**config.mk**
```make
export PLATFORM = sky130hd
export DESIGN_NAME = axi4l_slv_regs
export DESIGN_NICKNAME = d
export VERILOG_FILES = /design/src/rtl/axi4l_slv_pkg.sv /design/src/rtl/axi4l_slv_decode.sv /design/src/rtl/axi4l_slv_regs.sv
export SDC_FILE = /design/constraint.sdc
export NUM_CORES = 1
export LEC_CHECK = 0
export CORE_UTILIZATION = 35
export CTS_CLUSTER_SIZE = 28
export DETAILED_ROUTE_END_ITERATION = 10
export PLACE_DENSITY = 0.6
export SKIP_LAST_GASP = 1
export SLEW_MARGIN = 20
export SYNTH_ARGS = -nofsm -noshare
export SYNTH_HDL_FRONTEND = slang
export SYNTH_HIERARCHICAL = 1
export SYNTH_SLANG_ARGS = --single-unit
export TNS_END_PERCENT = 10
```
**constraint.sdc**
```tcl
create_clock -name clk -period 5 [get_ports clk]
set_clock_uncertainty 0.15 [all_clocks]
set_input_delay 0.75 -clock clk [delete_from_list [all_inputs] [get_ports clk]]
set_output_delay 0.75 -clock clk [all_outputs]
set_load 0.005 [all_outputs]
```
**src/rtl/axi4l_slv_pkg.sv**
```systemverilog
// Shared types and helpers for the AXI4-Lite register slave.
package axi4l_slv_pkg;

    localparam int DATA_W = 32;
    localparam int STRB_W = 4;

    typedef enum logic [1:0] {
        OKAY   = 2'b00,
        EXOKAY = 2'b01,
        SLVERR = 2'b10,
        DECERR = 2'b11
    } resp_t;

    typedef enum logic [1:0] {
        W_IDLE,
        W_WAIT,
        W_RESP
    } wr_state_t;

    typedef enum logic {
        R_IDLE,
        R_RESP
    } rd_state_t;

    // Byte-lane merge: lanes with strobe set take the new data, others keep the old.
    function automatic logic [DATA_W-1:0] apply_strb(
        input logic [DATA_W-1:0] old_val,
        input logic [DATA_W-1:0] new_val,
        input logic [STRB_W-1:0] strb
    );
        logic [DATA_W-1:0] res;
        res = old_val;
        for (int b = 0; b < STRB_W; b++) begin
            if (strb[b]) res[8*b +: 8] = new_val[8*b +: 8];
        end
        return res;
    endfunction

endpackage

```
**src/rtl/axi4l_slv_decode.sv**
```systemverilog
// Address window decode: maps a byte address onto a register index and range flag.
// With AXI4L_SLV_STRICT_ALIGN_EN defined, addresses that are not word aligned
// are reported as out of range.
module axi4l_slv_decode #(
    parameter int                ADDR_W    = 32,
    parameter logic [ADDR_W-1:0] BASE_ADDR = 'h44A0_0000,
    parameter int                NUM_REGS  = 8,
    parameter int                IDX_W     = $clog2(NUM_REGS)
) (
    input  logic [ADDR_W-1:0] addr,
    output logic [IDX_W-1:0]  idx,
    output logic              in_range
);

    localparam logic [ADDR_W-1:0] SPAN = ADDR_W'(NUM_REGS * 4);

    logic [ADDR_W-1:0] off;

    // Offset from the window base; the compare uses the full offset so wrap-around is caught.
    always_comb begin
        off      = addr - BASE_ADDR;
        idx      = off[IDX_W+1:2];
        in_range = (addr >= BASE_ADDR) && (off < SPAN);
`ifdef AXI4L_SLV_STRICT_ALIGN_EN
        in_range = in_range && (addr[1:0] == 2'b00);
`endif
    end

endmodule

```
**src/rtl/axi4l_slv_regs.sv**
```systemverilog
// AXI4-Lite slave exposing NUM_REGS 32-bit read/write registers at BASE_ADDR.
// Write and read paths are independent; one outstanding transaction per channel.
// Optional macro AXI4L_SLV_STRICT_ALIGN_EN rejects unaligned addresses with SLVERR.
module axi4l_slv_regs
    import axi4l_slv_pkg::*;
#(
    parameter int                ADDR_W    = 32,
    parameter logic [ADDR_W-1:0] BASE_ADDR = 'h44A0_0000,
    parameter int                NUM_REGS  = 8
) (
    input  logic                       clk,
    input  logic                       rst,
    input  logic [ADDR_W-1:0]          s_axi_awaddr,
    input  logic [2:0]                 s_axi_awprot,
    input  logic                       s_axi_awvalid,
    output logic                       s_axi_awready,
    input  logic [DATA_W-1:0]          s_axi_wdata,
    input  logic [STRB_W-1:0]          s_axi_wstrb,
    input  logic                       s_axi_wvalid,
    output logic                       s_axi_wready,
    output logic [1:0]                 s_axi_bresp,
    output logic                       s_axi_bvalid,
    input  logic                       s_axi_bready,
    input  logic [ADDR_W-1:0]          s_axi_araddr,
    input  logic [2:0]                 s_axi_arprot,
    input  logic                       s_axi_arvalid,
    output logic                       s_axi_arready,
    output logic [DATA_W-1:0]          s_axi_rdata,
    output logic [1:0]                 s_axi_rresp,
    output logic                       s_axi_rvalid,
    input  logic                       s_axi_rready,
    output logic [NUM_REGS*DATA_W-1:0] reg_out,
    output logic [NUM_REGS-1:0]        reg_wr_pulse
);

    localparam int IDX_W = $clog2(NUM_REGS);

    // Protection attributes carry no meaning for this register file.
    logic unused_prot;
    assign unused_prot = ^{s_axi_awprot, s_axi_arprot};

    logic [DATA_W-1:0] regs [NUM_REGS];

    wr_state_t wr_state, wr_state_nxt;
    rd_state_t rd_state, rd_state_nxt;
    logic      awready, awready_nxt, wready, wready_nxt, arready, arready_nxt;
    logic      aw_full, aw_full_nxt, w_full, w_full_nxt;
    logic      bvalid, bvalid_nxt, rvalid, rvalid_nxt;
    resp_t     bresp_q, bresp_nxt, rresp_q, rresp_nxt;
    logic [DATA_W-1:0] rdata_q, rdata_nxt;

    logic [ADDR_W-1:0] aw_addr_q;
    logic [DATA_W-1:0] w_data_q;
    logic [STRB_W-1:0] w_strb_q;

    logic              aw_hs, w_hs, ar_hs, aw_have, w_have, wr_commit;
    logic [ADDR_W-1:0] wr_addr;
    logic [DATA_W-1:0] wr_data;
    logic [STRB_W-1:0] wr_strb;
    logic [IDX_W-1:0]  wr_idx, rd_idx;
    logic              wr_in_range, rd_in_range;

    assign aw_hs   = s_axi_awvalid & awready;
    assign w_hs    = s_axi_wvalid & wready;
    assign ar_hs   = s_axi_arvalid & arready;
    assign aw_have = aw_hs | aw_full;
    assign w_have  = w_hs | w_full;

    // A channel completing this cycle supplies its payload directly; otherwise use the latched copy.
    assign wr_addr = aw_full ? aw_addr_q : s_axi_awaddr;
    assign wr_data = w_full  ? w_data_q  : s_axi_wdata;
    assign wr_strb = w_full  ? w_strb_q  : s_axi_wstrb;

    axi4l_slv_decode #(
        .ADDR_W(ADDR_W), .BASE_ADDR(BASE_ADDR), .NUM_REGS(NUM_REGS), .IDX_W(IDX_W)
    ) u_aw_decode (
        .addr(wr_addr), .idx(wr_idx), .in_range(wr_in_range)
    );

    axi4l_slv_decode #(
        .ADDR_W(ADDR_W), .BASE_ADDR(BASE_ADDR), .NUM_REGS(NUM_REGS), .IDX_W(IDX_W)
    ) u_ar_decode (
        .addr(s_axi_araddr), .idx(rd_idx), .in_range(rd_in_range)
    );

    // Write FSM next state: collect AW and W in any order, commit once both are present.
    always_comb begin
        wr_state_nxt = wr_state;
        awready_nxt  = awready;
        wready_nxt   = wready;
        aw_full_nxt  = aw_full;
        w_full_nxt   = w_full;
        bvalid_nxt   = bvalid;
        bresp_nxt    = bresp_q;
        wr_commit    = 1'b0;
        case (wr_state)
            W_IDLE, W_WAIT: begin
                if (aw_have && w_have) begin
                    wr_commit    = wr_in_range;
                    bresp_nxt    = wr_in_range ? OKAY : SLVERR;
                    bvalid_nxt   = 1'b1;
                    aw_full_nxt  = 1'b0;
                    w_full_nxt   = 1'b0;
                    awready_nxt  = 1'b0;
                    wready_nxt   = 1'b0;
                    wr_state_nxt = W_RESP;
                end else begin
                    aw_full_nxt  = aw_have;
                    w_full_nxt   = w_have;
                    awready_nxt  = !aw_have;
                    wready_nxt   = !w_have;
                    wr_state_nxt = (aw_have || w_have) ? W_WAIT : W_IDLE;
                end
            end
            W_RESP: begin
                if (s_axi_bready) begin
                    bvalid_nxt   = 1'b0;
                    awready_nxt  = 1'b1;
                    wready_nxt   = 1'b1;
                    wr_state_nxt = W_IDLE;
                end
            end
            default: wr_state_nxt = W_IDLE;
        endcase
    end

    // Read FSM next state: capture data on the AR handshake, hold it until rready.
    always_comb begin
        rd_state_nxt = rd_state;
        arready_nxt  = arready;
        rvalid_nxt   = rvalid;
        rresp_nxt    = rresp_q;
        rdata_nxt    = rdata_q;
        case (rd_state)
            R_IDLE: begin
                arready_nxt = 1'b1;
                if (ar_hs) begin
                    rvalid_nxt   = 1'b1;
                    arready_nxt  = 1'b0;
                    rdata_nxt    = rd_in_range ? regs[rd_idx] : '0;
                    rresp_nxt    = rd_in_range ? OKAY : SLVERR;
                    rd_state_nxt = R_RESP;
                end
            end
            R_RESP: begin
                if (s_axi_rready) begin
                    rvalid_nxt   = 1'b0;
                    arready_nxt  = 1'b1;
                    rd_state_nxt = R_IDLE;
                end
            end
            default: rd_state_nxt = R_IDLE;
        endcase
    end

    // Control and response registers; reset abandons any transaction in flight.
    always_ff @(posedge clk) begin
        if (rst) begin
            wr_state <= W_IDLE;
            rd_state <= R_IDLE;
            awready  <= 1'b0;
            wready   <= 1'b0;
            arready  <= 1'b0;
            aw_full  <= 1'b0;
            w_full   <= 1'b0;
            bvalid   <= 1'b0;
            rvalid   <= 1'b0;
            bresp_q  <= OKAY;
            rresp_q  <= OKAY;
            rdata_q  <= '0;
        end else begin
            wr_state <= wr_state_nxt;
            rd_state <= rd_state_nxt;
            awready  <= awready_nxt;
            wready   <= wready_nxt;
            arready  <= arready_nxt;
            aw_full  <= aw_full_nxt;
            w_full   <= w_full_nxt;
            bvalid   <= bvalid_nxt;
            rvalid   <= rvalid_nxt;
            bresp_q  <= bresp_nxt;
            rresp_q  <= rresp_nxt;
            rdata_q  <= rdata_nxt;
        end
    end

    // Payload latches for a channel that handshakes before its partner; qualified by the full flags.
    always_ff @(posedge clk) begin
        if (aw_hs) aw_addr_q <= s_axi_awaddr;
        if (w_hs) begin
            w_data_q <= s_axi_wdata;
            w_strb_q <= s_axi_wstrb;
        end
    end

    // Register file update and per-register write strobe.
    always_ff @(posedge clk) begin
        if (rst) begin
            for (int i = 0; i < NUM_REGS; i++) regs[i] <= '0;
            reg_wr_pulse <= '0;
        end else begin
            reg_wr_pulse <= '0;
            if (wr_commit) begin
                regs[wr_idx]         <= apply_strb(regs[wr_idx], wr_data, wr_strb);
                reg_wr_pulse[wr_idx] <= 1'b1;
            end
        end
    end

    // Flatten the register file for downstream logic.
    always_comb begin
        reg_out = '0;
        for (int i = 0; i < NUM_REGS; i++) reg_out[DATA_W*i +: DATA_W] = regs[i];
    end

    assign s_axi_awready = awready;
    assign s_axi_wready  = wready;
    assign s_axi_arready = arready;
    assign s_axi_bvalid  = bvalid;
    assign s_axi_bresp   = bresp_q;
    assign s_axi_rvalid  = rvalid;
    assign s_axi_rresp   = rresp_q;
    assign s_axi_rdata   = rdata_q;

endmodule

```
Word-level counts from Yosys, hierarchy flattened --
Memories as Yosys holds them, arrays and structs flattened. Index checks and enable logic that the tools add are counted. W data, S select, Z words.
Cells by class: divide/modulo/power cells 0, $mul 0, shift operators 0, equality and inequality tests 10, multiplexer cells 53, bitwise logic cells 7, magnitude comparators 6, add/sub/neg operators 2, reduce and logical (&&, ||, !) cells 21
Operators by type and width (number):
- $mux W32 | 4
- $mux W8 | 12
- $ge A32 B31 Y1 const B | 2
- $lt A32 B6 Y1 const B | 2
- $sub A32 B31 Y32 const B | 2
- $reduce_or A32 Y1 | 1
- $mux W1 | 22
- $reduce_and A2 Y1 | 8
- $ne A3 B3 Y1 const B | 4
- $pmux W1 S2 | 6
- $mux W2 | 4
- $mux W4 | 2
- $ne A2 B2 Y1 const B | 4
- $logic_and A1 B1 Y1 | 4
- $lt A3 B4 Y1 const B | 1
- $pmux W2 S2 | 1
- $reduce_or A2 Y1 | 2
- $and A1 B1 Y1 | 3
- $demux W1 S3 | 1
- $ge A3 B1 Y1 const B | 1
- $mux W3 | 1
- $reduce_and A3 Y1 | 1
- $eq A2 B1 Y1 const B | 1
- $eq A2 B2 Y1 const B | 1
- other kinds (6) | 9
Word-level totals: latch bits 0, memories kept 1, logic and storage cells 116, memory bits (read-only) 0, bits of input ports 113, RAM bits 256, flip-flop bits (word level) 122, output and inout port bits 305
Memory list:
- regs | words 8, bits a word 32, rd ports 9, clocked after memory_dff 0, write ports 8, line axi4l_slv_regs.sv:42 | logic [DATA_W-1:0] regs [NUM_REGS];

Logic depth before layout (Yosys ltp) --
Gate-level depths: netlist of run 1.
depth in word-level cells 12, gate-level depth with buffers 14, depth with buffers taken out 11

Cells and area by module --
Netlist of run 1, hierarchy kept.
By module, submodules not included:
- axi4l_slv_regs | sequential area each 10770.3 µm², instances 1, cells each 1100, area an instance 15800.2 µm²
- axi4l_slv_decode | sequential area each 0.0 µm², instances 2, cells each 28, area an instance 190.2 µm²

Worst setup path before layout of run 1 --
No wires, ideal clock.
kind register to register, start point reg aw_full, end point mem regs[0][0], enable pin, cell stages (with the launch flop) 15, setup time 0.334 ns, clock period less this slack 3.809 ns, data required time 4.516 ns, path buffers 3, setup slack 1.191 ns, data arrival time 3.324 ns, cells stage by stage dfxtp_1 -> clkbuf_1 -> clkbuf_1 -> mux2_2 -> inv_1 -> ha_1 -> nor2b_1 -> o32ai_1 -> nand4b_1 -> a2111oi_2 -> nand4bb_1 -> buf_4 -> nor4_4 -> nand2_2 -> nand2b_1
RTL lines:
- from (decl) | line axi4l_slv_regs.sv:47 | logic aw_full, aw_full_nxt, w_full, w_full_nxt;
- from (signal assigned) | line axi4l_slv_regs.sv:177 | aw_full <= aw_full_nxt;
- to (decl) | line axi4l_slv_regs.sv:42

==> run summary, run 1 <==
Initial antenna violation count = 0
Synth warnings = 6
Vias in the first global route = 11074
Rel. slew slack = 0.308
Ports = 418
Total congestion overflow = 0
Placed Cells = 2116
Routability cong. = 0.850
Critical Path Sink Type = flop
Final Hold Fails = 0
Post-synthesis cell area = 16100 um2
Sum Neg Setup Slack = 0 ps
Worst setup SP type = flop
Iter 0 DRT Violations = 983
Core Area = 45400 um2
Post-Syn Instances = 1152
Final period utilization = 0.873
Setup bufs post-CTS = 0
Worst setup margin = 637 ps
P_leak = 7.85 nW
Skew-Pair Late Insertion Delay = 550 ps
Hold crit path type = reg -> reg
IO buf count = 405
WS Path Type = reg -> reg
Peak Freq = 0.229 GHz
Max Slew Vio Count = 0
Detailed-router iteration count before antenna repair = 5
Initial Util = 0.355
Place WS = 334 ps
Die ar. = 46900 um2
DRT antenna net count = 0
Largest net degree at the start of global routing = 77
Setup violators final = 0
CTS tree = yes
Vias = 11276
NumNets Final = 1678
Share of cells above drive strength 1 = 0.127
Gr usage total = 0.210
Crit path time final = 4360 ps
Final wirelength = 50700 um
Wire per inst = 23.1 um
Inserted Diodes = 0
Unrepaired setup endpoints after global routing = false
Root buffer cell = clkbuf_16
Worst Hold Slack = 330 ps
# hold bufs at CTS = 0
Flop-to-flop setup slack = 640 ps
Final HPWL DP = 36600 um
CTS buffer count = 42
Placed instance area = 20700 um2
Post-Syn Area per Cell = 14.0 um2
Arrival time worst endpoint = 4400 ps
Worst EP required = 5040 ps
Drt drc = 0
Clock sinks = 374
Worst Tran Pin Value = 1040 ps
Max Cap Viol = 0
Pwr/cell area = 343 nW/um2
Finished Layout Cells = 2194
Max VDD drop = 0.000289 V
Row cnt = 78
Worst-path clk slew = 60 ps
Die H = 216 um
Cell area after layout = 22200 um2
PostCTS Resize Cnt = 0
Area grow syn2layout = 38.0%
Htree depth = 2
Util after Layout = 0.489
Avg Vias per Cell = 5.14
Crit-path max FO = 15
Outcome = complete, no violations
Clk buf depth = 3
First-pass GRT wire length = 72500 um
Die width = 216 um
Final Power = 7.62 mW
worst max-delay path, cell delays in order (launching register included):
cell       delay (ps)
dfxtp_1           420
buf_4             270
buf_4             270
mux2_2            370
nor2b_1           150
o32ai_1           250
nand4b_1          170
a2111oi_2         460
nand4bb_1         170
buf_4             240
nor3_4            200
buf_4             250
nand2_2           200
nand2b_1          420
power breakdown:
part / internal (mW) / switching, mW / total, mW / leakage, nW
Clock: 2.04 / 1.25 / 3.29 / 0.726
Sequential: 3.50 / 0.0697 / 3.57 / 3.68
Combinational: 0.359 / 0.398 / 0.758 / 3.45
placed cells by master, fill, tap and decap left out, types with 6 or more instances in the layout:
master           instances
mux2_2                  35
mux4_2                  33
inv_1                    9
nor3_4                   6
bufinv_16                6
nor2b_1                  6
nand2_2                 32
clkdlybuf4s50_1        401
a32oi_1                 31
clkbuf_16               46
a22oi_1                 32
clkbuf_1                 8
clkinv_1                 8
dfxtp_1                 51
nor2_1                 302
buf_4                   20
nor4b_1                  6
mux2i_1                 96
edfxtp_1               322
nand2b_1                67
path summary, 6_finish.rpt:
kind,cells past startpoint,to,start
max reg2reg,13,regs[5][26]$_SDFFCE_PN0P_,aw_full$_SDFFE_PP0P_
min reg2reg,1,s_axi_rvalid$_SDFFE_PP0P_,rd_state$_SDFF_PP0_
max,13,regs[5][26]$_SDFFCE_PN0P_,aw_full$_SDFFE_PP0P_
min,1,s_axi_rvalid$_SDFFE_PP0P_,rd_state$_SDFF_PP0_
final cells by class:
class	count	area, um2
Multi-Input combinational cell	707	5020
Inverter	9	33.8
Tap cell	600	751
Timing Repair Buffer	426	4210
Fill cell	3952	23200
Clock buffer	58	1240
Sequential cell	374	10700
Clock inverter	20	244
routing by layer:
layer | GRT usage | share of wire | routed length, um | vias up
met4 | 0.0772 | 0.030 | 1520 | 0
met3 | 0.0486 | 0.081 | 4110 | 83
li1 | - | - | - | 5080
met2 | 0.346 | 0.49 | 24700 | 529
met1 | 0.268 | 0.40 | 20400 | 5584
met5 | 0 | 0 | 0 | -
sequential cells by signal, indices dropped and copies added, names as in the netlist:
name           cells
regs             256
s_axi_rdata       32
s_axi_awready      1
s_axi_bvalid       1
w_strb_q           4
w_data_q          32
wr_state           2
rd_state           1
s_axi_arready      1
w_full             1
s_axi_wready       1
s_axi_rresp        1
aw_addr_q         30
s_axi_rvalid       1
reg_wr_pulse       8
aw_full            1
s_axi_bresp        1
(Power assumes the default switching activity.)
==> inputs of run 2 (changes only) <==
Settings changed: PLACE_DENSITY 0.6 to 0.58, REMOVE_ABC_BUFFERS set to 1, SYNTH_HIERARCHICAL 1 to not set.
==> run summary, run 2 <==
# fillers = 4503 (+14%)
Die ar. = 51800 um2 (+11%)
Worst Hold Slack = 321 ps (-8.48 ps)
CTS buffer count = 43 (+2.4%)
Setup violators final = 0 (unchanged)
Hold Path Sink = s_axi_rvalid$_SDFFE_PP0P_
Post-Syn Area per Cell = 12.0 um2 (-14%)
Flop-to-flop setup slack = 1000 ps (+360 ps)
Max reg flops = 256 (unchanged)
Wire per inst = 24.8 um (+7.3%)
Max Slew Vio Count = 0 (unchanged)
Post-synth top area cell = edfxtp_1
Crit-path max FO = 33 (+18)
Rel. slew slack = 0.251 (-0.0563)
Main synth FF type = edfxtp_1
Detailed-router iteration count before antenna repair = 6 (+1)
Ports = 418 (unchanged)
DRT antenna net count = 0 (unchanged)
Cell Chain, Critical Path = buf_4, mux2i_1, ha_1, xor2_1, nand2_1, a2111oi_4, buf_12, nand4_1, o31ai_1, buf_4
Die width = 228 um (+5.1%)
Top delay family on crit path = compound AO/OA/AOI/OAI gates
Worst setup SP type = flop
P_leak = 7.53 nW (-4.2%)
FF-to-FF path depth = 10 (-3)
Gr usage total = 0.242 (+0.0325)
Clock sinks = 374 (unchanged)
Min-Delay Startpoint = rd_state$_SDFF_PP0_
Total congestion overflow = 0 (unchanged)
Netlist cell types = 53
Final wirelength = 63500 um (+25%)
Pwr/cell area = 322 nW/um2 (-6.0%)
Worst-path clk slew = 60 ps (about the same)
Worst Path Buf+Inv = 3 (-1)
Worst Tran Pin Value = 1110 ps (+77.1 ps)
Arrival time worst endpoint = 4130 ps (-270 ps)
Core Area = 50200 um2 (+11%)
Post-synthesis sequential area ratio = 0.601
Vias in the first global route = 13919 (+26%)
Hold Path Cell Cnt = 1 (unchanged)
Critical Path Sink Type = flop
Count leader, synth = edfxtp_1
#FFs+latches synth = 374
Max VDD drop = 0.000258 V (-11%)
Slowest cell delay on critical path = 920 ps (+460 ps)
Largest net degree at the start of global routing = 167 (+120%)
Top cells by area, synth = edfxtp_1, mux4_2, nor3_1
Most used cell, CP = buf_4
Top cells by count, synth = edfxtp_1, nand2_1, nor3_1
Worst EP required = 5130 ps (+90 ps)
Setup bufs post-CTS = 0 (unchanged)
Avg Vias per Cell = 5.48 (+6.7%)
Final period utilization = 0.801 (-0.0721)
Clk buf depth = 3 (unchanged)
Outcome = complete, no violations
Crit path time final = 4000 ps (-361 ps)
Most frequent cells in the layout = clkdlybuf4s50_1, edfxtp_1, nand2_1, nor3_1, nor2_1
Htree depth = 2 (unchanged)
Post-synth EDFFs = 322
Row cnt = 82 (+5.1%)
Post-Syn Instances = 1481 (+29%)
Ys async rst share = 0
Synth warnings = 0 (-6)
IO buf count = 405 (unchanged)
# hold bufs at CTS = 0 (unchanged)
Skew-Pair Late Insertion Delay = 560 ps (about the same)
Post-synth top area share = 0.543
R2R Path Start = aw_full$_SDFFE_PP0P_
Vias = 14025 (+24%)
CP max-delay cell = o31ai_1
Peak Freq = 0.250 GHz (+9.0%)
Initial Util = 0.355 (about the same)
Drt drc = 0 (unchanged)
Largest register by flop count = regs
Max Cap Viol = 0 (unchanged)
Post-synthesis cell area = 17800 um2 (+11%)
Initial antenna violation count = 3 (+3)
CTS tree = yes
Unrepaired setup endpoints after global routing = false
Root buffer cell = clkbuf_16
First-pass GRT wire length = 90800 um (+25%)
Iter 0 DRT Violations = 1147 (+17%)
Routability cong. = 0.806 (-5.2%)
Share of cells above drive strength 1 = 0.139 (+0.0124)
Hold crit path type = reg -> reg
Util after Layout = 0.482 (-0.00697)
Die H = 228 um (+5.1%)
NumNets Final = 1967 (+17%)
Area grow syn2layout = 35.9%
Commonest non-fill, non-tap cell in the layout = clkdlybuf4s50_1
Final HPWL DP = 41800 um (+14%)
WS Path Type = reg -> reg
Final Hold Fails = 0 (unchanged)
PostCTS Resize Cnt = 0 (unchanged)
R2R Path End = regs[6][1]$_SDFFCE_PN0P_
-- run 2: layout make-up --
type	instances	area, um2	area share
multi-input cells	955	6630	0.274
well taps	672	841	0.0347
clock inverters	14	153	0.00631
flip-flops and latches	374	10700	0.443
clock buffers	65	1260	0.0521
diodes	2	5.00	0.000207
inverters	12	45.0	0.00186
repair buffers	463	4560	0.188
-- run 2: metrics by stage --
step                      power, mW  TNS (ps)  area [um2]  worst slack (ps)  cells
after floorplan                4.07  -3154500       17200             -6370   1341
after global placement         4.68         0       22800               578   2476
after detailed placement       4.69         0       22800               571   2476
after CTS                      7.88         0       24200               967   2555
after global routing           8.08         0       24200               734   2557
final                          7.81         0       24200               997   2557
-- run 2: kinds of logic (layout without fill, tap and decap cells) --
logic type	after synthesis	in the layout	synth area share
xor+xnor	6	6	0.00295
flops	374	374	0.601
simple gates	698	698	0.179
buf+inv	153	554	0.0372
mux	147	147	0.130
other cells	1	4	0.000211
compound gates	97	97	0.0450
fa+ha+maj	5	5	0.00351
-- run 2: worst max-delay path by stage --
stage                               end                  from  cells past startpoint  slack (ps)
2_1_floorplan  regs[0][0]$_SDFFCE_PN0P_  aw_full$_SDFFE_PP0P_                      5       -6370
3_3_place_gp   regs[6][5]$_SDFFCE_PN0P_      s_axi_awaddr[21]                     10         580
3_5_place_dp   regs[6][0]$_SDFFCE_PN0P_      s_axi_awaddr[22]                     10         570
4_1_cts        regs[6][1]$_SDFFCE_PN0P_  aw_full$_SDFFE_PP0P_                     10         970
5_1_grt        regs[6][0]$_SDFFCE_PN0P_  aw_full$_SDFFE_PP0P_                     10         730
6_report       regs[6][1]$_SDFFCE_PN0P_  aw_full$_SDFFE_PP0P_                     10        1000
-- run 2: metal layers --
| metal | track usage | routed length, um |
|---|---|---|
| met4 | 0.0743 | 1400 |
| met5 | 0 | 13 |
| met2 | 0.409 | 31400 |
| met3 | 0.0587 | 5540 |
| met1 | 0.305 | 25100 |
-- run 2: worst register-to-register path, stage by stage, from the launching register on --
cell and delay [ps]:
dfxtp_1 410, buf_4 340, mux2i_1 250, ha_1 280, xor2_1 180, nand2_1 110
a2111oi_4 430, buf_12 240, nand4_1 120, o31ai_1 920, buf_4 300
-- run 2: report_power, final --
part	leakage, nW	total, mW	internal, mW	switching (mW)
Clock	0.688	3.18	1.90	1.29
Combinational	3.16	1.04	0.412	0.633
Sequential	3.68	3.58	3.50	0.0754
Total	7.53	7.81	5.81	1.99
